`src/rtl/mem_arb_pkg.sv`:
```
// ----------------------------------------------------------------------------
// Package: mem_arb_pkg
// Purpose: Shared constants and the FSM state type for the unified-memory
//          arbiter (mem_arbiter) and its read-latency tag pipe.
// Contents:
//   BLOCK_WORDS      words per cache block (8)
//   WORD_IDX_W       width of a word index within a block (3)
//   BLOCK_OFF_W      byte-offset width of a block (4, i.e. 16-byte blocks)
//   MEM_LATENCY_DEF  default cycles from read issue to read data (4)
//   state_e          arbiter FSM states ST_IDLE, ST_WRITE, ST_FILL_I, ST_FILL_D
// ----------------------------------------------------------------------------
package mem_arb_pkg;

  localparam int BLOCK_WORDS     = 8;
  localparam int WORD_IDX_W      = 3;
  localparam int BLOCK_OFF_W     = 4;
  localparam int MEM_LATENCY_DEF = 4;

  typedef enum logic [1:0] {
    ST_IDLE   = 2'd0,
    ST_WRITE  = 2'd1,
    ST_FILL_I = 2'd2,
    ST_FILL_D = 2'd3
  } state_e;

endpackage

```
`src/rtl/mem_arb_lat_pipe.sv`:
```
// ----------------------------------------------------------------------------
// Module: mem_arb_lat_pipe
// Purpose: Shift register that follows every issued memory read through the
//          memory's fixed latency, so the arbiter knows exactly which cycle a
//          read's data is on mem_data_out. Clearing it on reset guarantees that
//          reads in flight at reset time never surface as fill data.
// Parameters:
//   DEPTH  memory read latency in cycles (must be >= 2)
// Ports:
//   clk    in  clock
//   rst_n  in  async active-low reset, empties the pipe
//   issue  in  a read is being presented to the memory this cycle
//   ret    out the read issued DEPTH cycles ago has its data available now
// ----------------------------------------------------------------------------
module mem_arb_lat_pipe
  import mem_arb_pkg::*;
#(
  parameter int DEPTH = MEM_LATENCY_DEF
) (
  input  logic clk,
  input  logic rst_n,
  input  logic issue,
  output logic ret
);

  logic [DEPTH-1:0] pipe_q;
  logic [DEPTH-1:0] pipe_d;

  always_comb begin
    pipe_d = {pipe_q[DEPTH-2:0], issue};
  end

  always_ff @(posedge clk or negedge rst_n) begin
    if (!rst_n) begin
      pipe_q <= '0;
    end else begin
      pipe_q <= pipe_d;
    end
  end

  assign ret = pipe_q[DEPTH-1];

endmodule

```
`src/rtl/mem_arbiter.sv`:
```
// ----------------------------------------------------------------------------
// Module: mem_arbiter
// Purpose: Shares one single-port pipelined memory between the I-cache fill
//          path, the D-cache fill path and D-side write-through stores.
//          A fill issues the 8 reads of a block on consecutive cycles and hands
//          the returning words to the requester with their word index.
//          Grants are only made from IDLE; stores have absolute priority.
// Configuration macro:
//   MEM_ARB_RR_EN  defined   -> I and D fills alternate on a tie (D first
//                               after reset); stores still win outright.
//                  undefined -> fixed priority: store, D fill, I fill.
// Ports:
//   clk, rst_n                      clock, async active-low reset
//   ic_miss / ic_addr               I-cache fill request (level) and address
//   ic_fill_vld/_idx/_data          I fill word strobe, word index, word
//   ic_done                         pulse with the last I fill word
//   ic_busy                         I request pending or in service
//   dc_miss / dc_addr / dc_fill_* / dc_done / dc_busy   D-side equivalents
//   dc_wr_req/_addr/_data           write-through store request (level)
//   dc_wr_ack                       pulse in the cycle the store is issued
//   mem_en, mem_wr, mem_addr, mem_data_in   memory command (mem_wr=1: write)
//   mem_data_out                    memory read data, MEM_LATENCY after issue
// ----------------------------------------------------------------------------
module mem_arbiter
  import mem_arb_pkg::*;
#(
  parameter int ADDR_W      = 16,
  parameter int DATA_W      = 16,
  parameter int MEM_LATENCY = MEM_LATENCY_DEF
) (
  input  logic                  clk,
  input  logic                  rst_n,
  input  logic                  ic_miss,
  input  logic [ADDR_W-1:0]     ic_addr,
  output logic                  ic_fill_vld,
  output logic [WORD_IDX_W-1:0] ic_fill_idx,
  output logic [DATA_W-1:0]     ic_fill_data,
  output logic                  ic_done,
  output logic                  ic_busy,
  input  logic                  dc_miss,
  input  logic [ADDR_W-1:0]     dc_addr,
  output logic                  dc_fill_vld,
  output logic [WORD_IDX_W-1:0] dc_fill_idx,
  output logic [DATA_W-1:0]     dc_fill_data,
  output logic                  dc_done,
  output logic                  dc_busy,
  input  logic                  dc_wr_req,
  input  logic [ADDR_W-1:0]     dc_wr_addr,
  input  logic [DATA_W-1:0]     dc_wr_data,
  output logic                  dc_wr_ack,
  output logic                  mem_en,
  output logic                  mem_wr,
  output logic [ADDR_W-1:0]     mem_addr,
  output logic [DATA_W-1:0]     mem_data_in,
  input  logic [DATA_W-1:0]     mem_data_out
);

  state_e                  state_q, state_d;
  logic [ADDR_W-1:0]       base_q, base_d;
  logic [WORD_IDX_W-1:0]   issue_cnt_q, issue_cnt_d;
  logic [WORD_IDX_W-1:0]   ret_cnt_q, ret_cnt_d;
  logic                    mem_en_q, mem_en_d;
  logic                    mem_wr_q, mem_wr_d;
  logic [ADDR_W-1:0]       mem_addr_q, mem_addr_d;
  logic [DATA_W-1:0]       mem_data_in_q, mem_data_in_d;
  logic                    wr_ack_q, wr_ack_d;
  logic                    ic_busy_q, ic_busy_d;
  logic                    dc_busy_q, dc_busy_d;

  logic                    pick_d, pick_i;
  logic [ADDR_W-1:0]       sel_addr;
  logic                    issue_tag, ret_strobe;
  logic                    fill_active, ret_vld, last_ret;
  logic                    unused_addr_bits;

  // The low block-offset bits of a miss address never matter: fills always
  // start at the block base.
  assign unused_addr_bits = ^{ic_addr[BLOCK_OFF_W-1:0], dc_addr[BLOCK_OFF_W-1:0]};

  // Only reads are tracked through the latency pipe; store cycles never
  // produce return data.
  assign issue_tag = mem_en_q & ~mem_wr_q;

  mem_arb_lat_pipe #(
    .DEPTH (MEM_LATENCY)
  ) u_lat_pipe (
    .clk   (clk),
    .rst_n (rst_n),
    .issue (issue_tag),
    .ret   (ret_strobe)
  );

  assign fill_active = (state_q == ST_FILL_I) || (state_q == ST_FILL_D);
  assign ret_vld     = ret_strobe && fill_active;
  assign last_ret    = ret_vld && (ret_cnt_q == '1);

`ifdef MEM_ARB_RR_EN
  logic rr_last_i_q, rr_last_i_d;

  // On a tie the fill side served last loses; the pointer starts at
  // "I last served" so D wins the first tie after reset.
  always_comb begin
    pick_d      = dc_miss && (!ic_miss || rr_last_i_q);
    rr_last_i_d = rr_last_i_q;
    if ((state_q == ST_IDLE) && !dc_wr_req && (dc_miss || ic_miss)) begin
      rr_last_i_d = !pick_d;
    end
  end

  always_ff @(posedge clk or negedge rst_n) begin
    if (!rst_n) begin
      rr_last_i_q <= 1'b1;
    end else begin
      rr_last_i_q <= rr_last_i_d;
    end
  end
`else
  assign pick_d = dc_miss;
`endif

  assign pick_i   = ic_miss && !pick_d;
  assign sel_addr = pick_d ? dc_addr : ic_addr;

  // Next-state logic. Every memory command is registered, so the command
  // decided here appears on the memory port in the following cycle. The
  // grant cycle already issues word 0; issue_cnt then holds the next word to
  // issue and wrapping back to 0 marks the end of the issue phase.
  always_comb begin
    state_d       = state_q;
    base_d        = base_q;
    issue_cnt_d   = issue_cnt_q;
    ret_cnt_d     = ret_cnt_q;
    mem_en_d      = 1'b0;
    mem_wr_d      = 1'b0;
    mem_addr_d    = '0;
    mem_data_in_d = '0;
    wr_ack_d      = 1'b0;

    case (state_q)
      ST_IDLE: begin
        if (dc_wr_req) begin
          state_d       = ST_WRITE;
          mem_en_d      = 1'b1;
          mem_wr_d      = 1'b1;
          mem_addr_d    = dc_wr_addr;
          mem_data_in_d = dc_wr_data;
          wr_ack_d      = 1'b1;
        end else if (pick_d || pick_i) begin
          state_d     = pick_d ? ST_FILL_D : ST_FILL_I;
          base_d      = {sel_addr[ADDR_W-1:BLOCK_OFF_W], {BLOCK_OFF_W{1'b0}}};
          mem_en_d    = 1'b1;
          mem_addr_d  = {sel_addr[ADDR_W-1:BLOCK_OFF_W], {BLOCK_OFF_W{1'b0}}};
          issue_cnt_d = WORD_IDX_W'(1);
          ret_cnt_d   = '0;
        end
      end
      ST_WRITE: begin
        state_d = ST_IDLE;
      end
      ST_FILL_I, ST_FILL_D: begin
        if (issue_cnt_q != '0) begin
          mem_en_d    = 1'b1;
          mem_addr_d  = {base_q[ADDR_W-1:BLOCK_OFF_W], issue_cnt_q, 1'b0};
          issue_cnt_d = issue_cnt_q + WORD_IDX_W'(1);
        end
        if (ret_vld) begin
          ret_cnt_d = ret_cnt_q + WORD_IDX_W'(1);
        end
        if (last_ret) begin
          state_d = ST_IDLE;
        end
      end
      default: begin
        state_d = ST_IDLE;
      end
    endcase
  end

  // Busy covers both a request still waiting for a grant and a grant in
  // service; it drops once the requester's done has been delivered.
  always_comb begin
    ic_busy_d = (state_d == ST_FILL_I) || (ic_miss && !ic_done);
    dc_busy_d = (state_d == ST_FILL_D) || (state_d == ST_WRITE) ||
                (dc_miss && !dc_done) || dc_wr_req;
  end

  always_ff @(posedge clk or negedge rst_n) begin
    if (!rst_n) begin
      state_q       <= ST_IDLE;
      base_q        <= '0;
      issue_cnt_q   <= '0;
      ret_cnt_q     <= '0;
      mem_en_q      <= 1'b0;
      mem_wr_q      <= 1'b0;
      mem_addr_q    <= '0;
      mem_data_in_q <= '0;
      wr_ack_q      <= 1'b0;
      ic_busy_q     <= 1'b0;
      dc_busy_q     <= 1'b0;
    end else begin
      state_q       <= state_d;
      base_q        <= base_d;
      issue_cnt_q   <= issue_cnt_d;
      ret_cnt_q     <= ret_cnt_d;
      mem_en_q      <= mem_en_d;
      mem_wr_q      <= mem_wr_d;
      mem_addr_q    <= mem_addr_d;
      mem_data_in_q <= mem_data_in_d;
      wr_ack_q      <= wr_ack_d;
      ic_busy_q     <= ic_busy_d;
      dc_busy_q     <= dc_busy_d;
    end
  end

  assign mem_en      = mem_en_q;
  assign mem_wr      = mem_wr_q;
  assign mem_addr    = mem_addr_q;
  assign mem_data_in = mem_data_in_q;
  assign dc_wr_ack   = wr_ack_q;
  assign ic_busy     = ic_busy_q;
  assign dc_busy     = dc_busy_q;

  // Fill data is passed straight from the memory in its return cycle and
  // forced to zero otherwise so idle cycles never leak stale read data.
  assign ic_fill_vld  = ret_vld && (state_q == ST_FILL_I);
  assign dc_fill_vld  = ret_vld && (state_q == ST_FILL_D);
  assign ic_fill_idx  = ic_fill_vld ? ret_cnt_q : '0;
  assign dc_fill_idx  = dc_fill_vld ? ret_cnt_q : '0;
  assign ic_fill_data = ic_fill_vld ? mem_data_out : '0;
  assign dc_fill_data = dc_fill_vld ? mem_data_out : '0;
  assign ic_done      = last_ret && (state_q == ST_FILL_I);
  assign dc_done      = last_ret && (state_q == ST_FILL_D);

endmodule

```
`config.mk`:
```
export PLATFORM = sky130hd
export DESIGN_NAME = mem_arbiter
export DESIGN_NICKNAME = d
export VERILOG_FILES = /design/src/rtl/mem_arb_pkg.sv /design/src/rtl/mem_arb_lat_pipe.sv /design/src/rtl/mem_arbiter.sv
export SDC_FILE = /design/constraint.sdc
export NUM_CORES = 1
export LEC_CHECK = 0
export CORE_MARGIN = 1.5
export CORE_UTILIZATION = 40
export DETAILED_ROUTE_END_ITERATION = 10
export PLACE_DENSITY = 0.86
export SLEW_MARGIN = 20
export SYNTH_ARGS = -nofsm -noshare
export SYNTH_HDL_FRONTEND = slang
export SYNTH_SLANG_ARGS = --single-unit
```
`constraint.sdc`:
```
create_clock -name clk -period 5.6 [get_ports clk]
set_clock_uncertainty 0.1 [all_clocks]
set_input_delay 0.84 -clock clk [delete_from_list [all_inputs] [get_ports clk]]
set_output_delay 0.84 -clock clk [all_outputs]
set_load 0.05 [all_outputs]
```
# [After elaboration in Yosys (flattened, before gate mapping)]
# Cells that the tools add are included.
[word_totals] ff_bits=60 in_bits=85 output_inout_bits=79 elab_cells=82
[classes] n_addsub=2 eq_ne=11 n_mux=30 n_bitwise=3 reduce_logical=25
[ops] cell="16-bit 2-to-1 mux" count=8
[ops] cell="16-bit one-hot mux with 2 select lines" count=1
[ops] cell="3-bit 2-to-1 mux" count=8
[ops] cell="3-bit one-hot mux with 2 select lines" count=2
[ops] cell="1-bit logical AND" count=9
[ops] cell="2-bit equality test, second input constant" count=4
[ops] cell="2-bit inequality test, second input constant" count=4
[ops] cell="4-bit AND reduction" count=2
[ops] cell="3-bit by 1-bit adder with 3-bit output, second input constant" count=2
[ops] cell="1-bit logical OR" count=6
[ops] cell="1-bit 2-to-1 mux" count=6
[ops] cell="2-bit 2-to-1 mux" count=3
[ops] cell="2-bit one-hot mux with 3 select lines" count=1
[ops] cell="2-bit by 1-bit equality test with 1-bit output, second input constant" count=2
[ops] cell="3-bit equality test, second input constant" count=1
[ops] cell="1-bit zero test" count=3
[ops] cell="3-bit AND reduction" count=1
[ops] cell="3-bit nonzero test" count=1
[ops] cell="2-bit zero test" count=1
[ops] cell="1-bit inverter" count=2
[ops] cell="1-bit one-hot mux with 2 select lines" count=1
[ops] cell="2-bit nonzero test" count=1
[ops] cell="2-bit OR reduction" count=1
[ops] cell="1-bit bitwise AND" count=1

# [Logic depth before layout (Yosys ltp)]
[logic_depth] word_depth=10 ltp_mapped=7

# [Hierarchy]
# A second synthesis with hierarchy kept.
[hier_totals] cells_unflattened=231 hier_area_um2=2655.0
[by_module_without_submodules] module="mem_arbiter" n_inst=1 cells_per_inst=227 area_each_um2=2555.0
[by_module_without_submodules] module="mem_arb_lat_pipe" n_inst=1 cells_per_inst=4 area_each_um2=100.1

# [Worst setup path before layout]
# Ideal clock, no wire load.
[synth_timing] path_kind="register -> output" start="register ret_cnt_q[0]" end="output port ic_done" t_arrival_ns=1.931 required_ns=4.660 setup_slack_ns=2.729 path_stages_with_launch=5 path_buffers=0 path_cell_list="dfrtp_1 -> ha_1 -> ha_1 -> nand2_1 -> nor3b_1"
[synth_via] elab_chain_cells=3
[synth_rtl] item="from (decl)" line="mem_arbiter.sv:61" rtl="logic [WORD_IDX_W-1:0] ret_cnt_q, ret_cnt_d;"
[synth_rtl] item="from (signal assigned)" line="mem_arbiter.sv:204" rtl="ret_cnt_q <= ret_cnt_d;"
[synth_rtl] item="3-bit equality test" line="mem_arbiter.sv:95" rtl="assign last_ret = ret_vld && (ret_cnt_q == '1);"
[synth_rtl] item="1-bit logical AND" line="mem_arbiter.sv:95"
[synth_rtl] item="1-bit logical AND" line="mem_arbiter.sv:231" rtl="assign ic_done = last_ret && (state_q == ST_FILL_I);"
[synth_rtl] item="to (decl)" line="mem_arbiter.sv:38" rtl="output logic ic_done,"
# No other way between the ends.

# [Worst setup path after layout]
[layout_timing] start="register state_q[1]" end="output port dc_done"
[layout_via] elab_chain_cells=5
[layout_rtl] item="from (decl)" line="mem_arbiter.sv:58" rtl="state_e state_q, state_d;"
[layout_rtl] item="from (signal assigned)" line="mem_arbiter.sv:201" rtl="state_q <= state_d;"
[layout_rtl] item="2-bit equality test, on equally long branches" line="mem_arbiter.sv:93, mem_arbiter.sv:232"
[layout_rtl] item="1-bit logical OR" line="mem_arbiter.sv:93" rtl="assign fill_active = (state_q == ST_FILL_I) || (state_q == ST_FILL_D);"
[layout_rtl] item="1-bit logical AND" line="mem_arbiter.sv:94" rtl="assign ret_vld = ret_strobe && fill_active;"
[layout_rtl] item="1-bit logical AND" line="mem_arbiter.sv:95"
[layout_rtl] item="1-bit logical AND (*)" line="mem_arbiter.sv:232" rtl="assign dc_done = last_ret && (state_q == ST_FILL_D);"
[layout_rtl] item="to (decl)" line="mem_arbiter.sv:45" rtl="output logic dc_done,"
# Mark *: on every way between the ends. The rest lies on a longest branch, timed or not.

==> summary by stage <==
Setup path
The largest driver fanout on the critical path is 21. Data arrives at the worst endpoint at 2650 ps. The critical path in this run is classified as reg2out. The kind of end point of the critical path is a primary output.

The slowest library cell on the worst path is sky130_fd_sc_hd__clkdlybuf4s50_1. The critical path data required time is 4660 ps. The worst-case reg-to-reg path depth is 3. The signal on the critical path passes through and3_1 > and2_1 > clkdlybuf4s50_1. STA classifies the critical path startpoint as a register. The critical path's largest stage delay is 810 ps.

The worst-case register-to-register setup slack is 3240 ps.

Synthesis
The combined area of all synthesized cells is 2670 sq um. The netlist uses 29 different library cells. After technology mapping, the gate count stands at 235. The synthesized design contains 60 register bits. The fraction of the yosys area taken by sequential cells is 56.2%. Counting every net in the synthesized netlist gives 324. The Yosys step of the flow raised 0 warnings. Averaged over all synthesized cells, the footprint is 11.4 sq um.

Timing
For the final routed database, the setup TNS stands at 0 ps. Static timing analysis puts the maximum clock frequency at 278 MHz. The count of endpoints failing hold in the final timing report came to 0.

The clock period could shrink to 3590 ps. The worst-margin pin slew is 873 ps. Setup violations remaining at the end of the flow were counted as 0.

The total count of max-transition violations in the final report is 0. The worst pin sits at a relative slew slack of 41.6%. Setup repair after global routing left no endpoint under its margin. The share of the clock period used by the worst path is 64.2%.

Run status
The run finished, with violations left. The final reports fail on DRC.

GRT
The number of global-route vias before repair is 2319. The initial antenna violation count is 0. The first global-routing pass estimated 11100 microns of wire. The overall track demand over capacity in global routing is 19.6%. The pin count of the biggest net entering global routing is 61. Summed over all layers, the global routing overflow is 0.

Detailed routing
The remaining routing DRC violations is 15. The number of DRC markers in iteration 0 is 140. Dividing the detail-routed wire length by the instance count gives 14.8 microns. In this run the remaining antenna-violating nets after routing total 0.

Summed over all layers, the routed wires come to 6850 microns. The routed layout has 2362 vias. For this run, the detailed router's first-pass iteration total came to 7.

The number of vias per cell is 5.09.

Placement
The weighted congestion reported at the end of routability-driven placement is 0.750. The number of input and output port buffers inserted is 155. The HPWL after detailed placement is 5050 microns.

Job
The number of violations of the max-capacitance limit is 0.

Layout
The layout has 487 filler cells. The post-route netlist has 4.39% of its cells at a drive strength greater than 1. After the last flow step, the layout net total stands at 473.

The total inserted antenna cells is 0. Compared with the post-synthesis result, the final layout area differs by 65.0%.

Clock tree
The post-CTS resize count is 0. The total setup buffers inserted after CTS is 0. The tree is rooted in a sky130_fd_sc_hd__clkbuf_8.

Counting the buffers created by CTS gives 9. The number of H-tree branching levels is 3. The number of sinks driven by the clock tree is 60.

For the worst-skew pair, the clock arrives at the later sink with an insertion delay of 320 ps. The buffer levels on the longest clock path is 2. The clock tree from TritonCTS is yes. The count of hold buffers inserted by post-cts repair is 0. The clock-pin slew of the registers on the worst-case setup and hold paths is 60 ps.

Power
The largest voltage drop on the vdd net is 0.215 mV. The design draws 2340 uW. Power spread over the standard cell area amounts to 531 nW/um^2. Summed over all cells, the static leakage comes to 0.00198 uW.

Die
Measured along the x axis, the die boundary spans 84.8 microns. The full die area is 7180 sq um. For this design the top-level I/O count stands at 164. The count of standard-cell rows is 29. The core region area is 6420 sq um. The floorplan step set the die height to 84.8 microns. The initial core utilization is 41.6%.

Worst hold path
The classification of the worst-slack hold path is reg2reg. The cell depth of the worst min-delay path is 0.
[per-layer routing]
metal	share of wire [%]	up-vias	wire [microns]	track usage [%]
met5	0	-	0	0
met4	1.2	0	85	6.71
met3	10	9	700	6.59
met2	53	116	3620	35.0
met1	36	1123	2450	22.0
li1	-	1114	-	-
[flip-flops by register name, summed over array words and instances, names as in the netlist]
name               cells
u_lat_pipe.pipe_q      4
mem_en                 1
state_q                2
base_q                12
dc_wr_ack              1
issue_cnt_q            3
dc_busy                1
mem_addr              16
ic_busy                1
mem_data_in           16
ret_cnt_q              3
[cells in the final DEF, fill, tap and decap left out, types with 2 or more instances in the layout]
cell type	n
sky130_fd_sc_hd__nand2_1	7
sky130_fd_sc_hd__nor2_1	5
sky130_fd_sc_hd__nor4_1	12
sky130_fd_sc_hd__o21ai_0	5
sky130_fd_sc_hd__mux2i_1	13
sky130_fd_sc_hd__and2_1	56
sky130_fd_sc_hd__dfrtp_1	60
sky130_fd_sc_hd__a221o_1	12
sky130_fd_sc_hd__clkbuf_1	2
sky130_fd_sc_hd__and3_1	3
sky130_fd_sc_hd__buf_4	3
sky130_fd_sc_hd__a22o_1	3
sky130_fd_sc_hd__nand3_1	3
sky130_fd_sc_hd__a21o_1	13
sky130_fd_sc_hd__clkdlybuf4s50_1	154
sky130_fd_sc_hd__a21oi_1	6
sky130_fd_sc_hd__ha_1	4
sky130_fd_sc_hd__clkbuf_8	9
sky130_fd_sc_hd__clkinv_2	2
sky130_fd_sc_hd__inv_1	3
[layout make-up]
class                   instances  area, sq um  share of cell area, %
repair buffers                158         1570                   35.6
flip-flops and latches         60         1500                   34.0
multi-input cells             152         1060                   24.1
clock buffers                  11          131                   2.98
well taps                      77         96.3                   2.18
clock inverters                 3         40.0                  0.908
inverters                       3         11.3                  0.255
[report_power, final]
group / switching (uW) / internal (uW)
Clock: 153 / 199
Sequential: 94.2 / 583
Combinational: 828 / 486
[synthesized netlist by cell type]
cell type / n / area [sq um]
sky130_fd_sc_hd__nor3b_2: 1 / 12.5
sky130_fd_sc_hd__buf_4: 1 / 7.51
sky130_fd_sc_hd__nand2b_1: 1 / 6.26
sky130_fd_sc_hd__and2_0: 1 / 6.26
sky130_fd_sc_hd__o311ai_0: 1 / 8.76
sky130_fd_sc_hd__a21oi_1: 6 / 30.0
sky130_fd_sc_hd__clkbuf_1: 13 / 48.8
sky130_fd_sc_hd__a221o_1: 12 / 120
sky130_fd_sc_hd__a22o_1: 3 / 26.3
sky130_fd_sc_hd__nor2b_1: 1 / 6.26
sky130_fd_sc_hd__and2_1: 56 / 350
sky130_fd_sc_hd__o21ai_0: 5 / 25.0
sky130_fd_sc_hd__ha_1: 4 / 50.1
sky130_fd_sc_hd__nor4_1: 12 / 75.1
sky130_fd_sc_hd__nor3_1: 1 / 5.00
sky130_fd_sc_hd__o21bai_1: 1 / 7.51
sky130_fd_sc_hd__nand3_1: 3 / 15.0
sky130_fd_sc_hd__nor3b_1: 1 / 7.51
sky130_fd_sc_hd__nand2_1: 7 / 26.3
sky130_fd_sc_hd__buf_2: 3 / 15.0
sky130_fd_sc_hd__nor2_1: 5 / 18.8
sky130_fd_sc_hd__a21o_1: 13 / 97.6
sky130_fd_sc_hd__and3_1: 3 / 18.8
sky130_fd_sc_hd__or2_1: 1 / 6.26
sky130_fd_sc_hd__inv_1: 3 / 11.3
sky130_fd_sc_hd__buf_6: 3 / 33.8
sky130_fd_sc_hd__or3_1: 1 / 6.26
sky130_fd_sc_hd__mux2i_1: 13 / 130
sky130_fd_sc_hd__dfrtp_1: 60 / 1500
[per-stage QoR]
stage	utilization (%)	hold WS (ps)	area, sq um	worst slack, ps	std cells
floorplan	-	231	2670	2730	235
global placement	66.0	235	4240	2400	450
detailed placement	66.0	235	4240	2350	450
CTS	68.7	243	4410	2000	464
global route	68.7	264	4410	1810	464
finish	68.7	243	4410	2010	464
[logic make-up (layout without fill, tap and decap cells)]
kind of cell / after synthesis / count (layout) / share of synthesized area (%)
simple gates: 94 / 94 / 21.0
flops: 60 / 60 / 56.2
compound gates: 41 / 41 / 11.8
buf+inv: 23 / 175 / 4.35
mux: 13 / 13 / 4.87
fa+ha+maj: 4 / 4 / 1.87
[worst max-delay path: cells and delay by family, from the launching register on]
kind	cells	cell delay (ps)
buf+inv	1	810
flops	1	710
simple gates	2	810
[worst paths after layout]
kind,from,to
worst max register to register,state_q[1]$_DFF_PN0_,base_q[13]$_DFFE_PN0P_
worst min register to register,u_lat_pipe.pipe_q[0]$_DFF_PN0_,u_lat_pipe.pipe_q[1]$_DFF_PN0_
worst min-delay path,u_lat_pipe.pipe_q[0]$_DFF_PN0_,u_lat_pipe.pipe_q[1]$_DFF_PN0_
min in group asynchronous,rst_n,base_q[13]$_DFFE_PN0P_
worst max-delay path,state_q[1]$_DFF_PN0_,dc_done
max in group asynchronous,rst_n,mem_addr[3]$_DFF_PN0_
(Power assumes the default switching activity.)
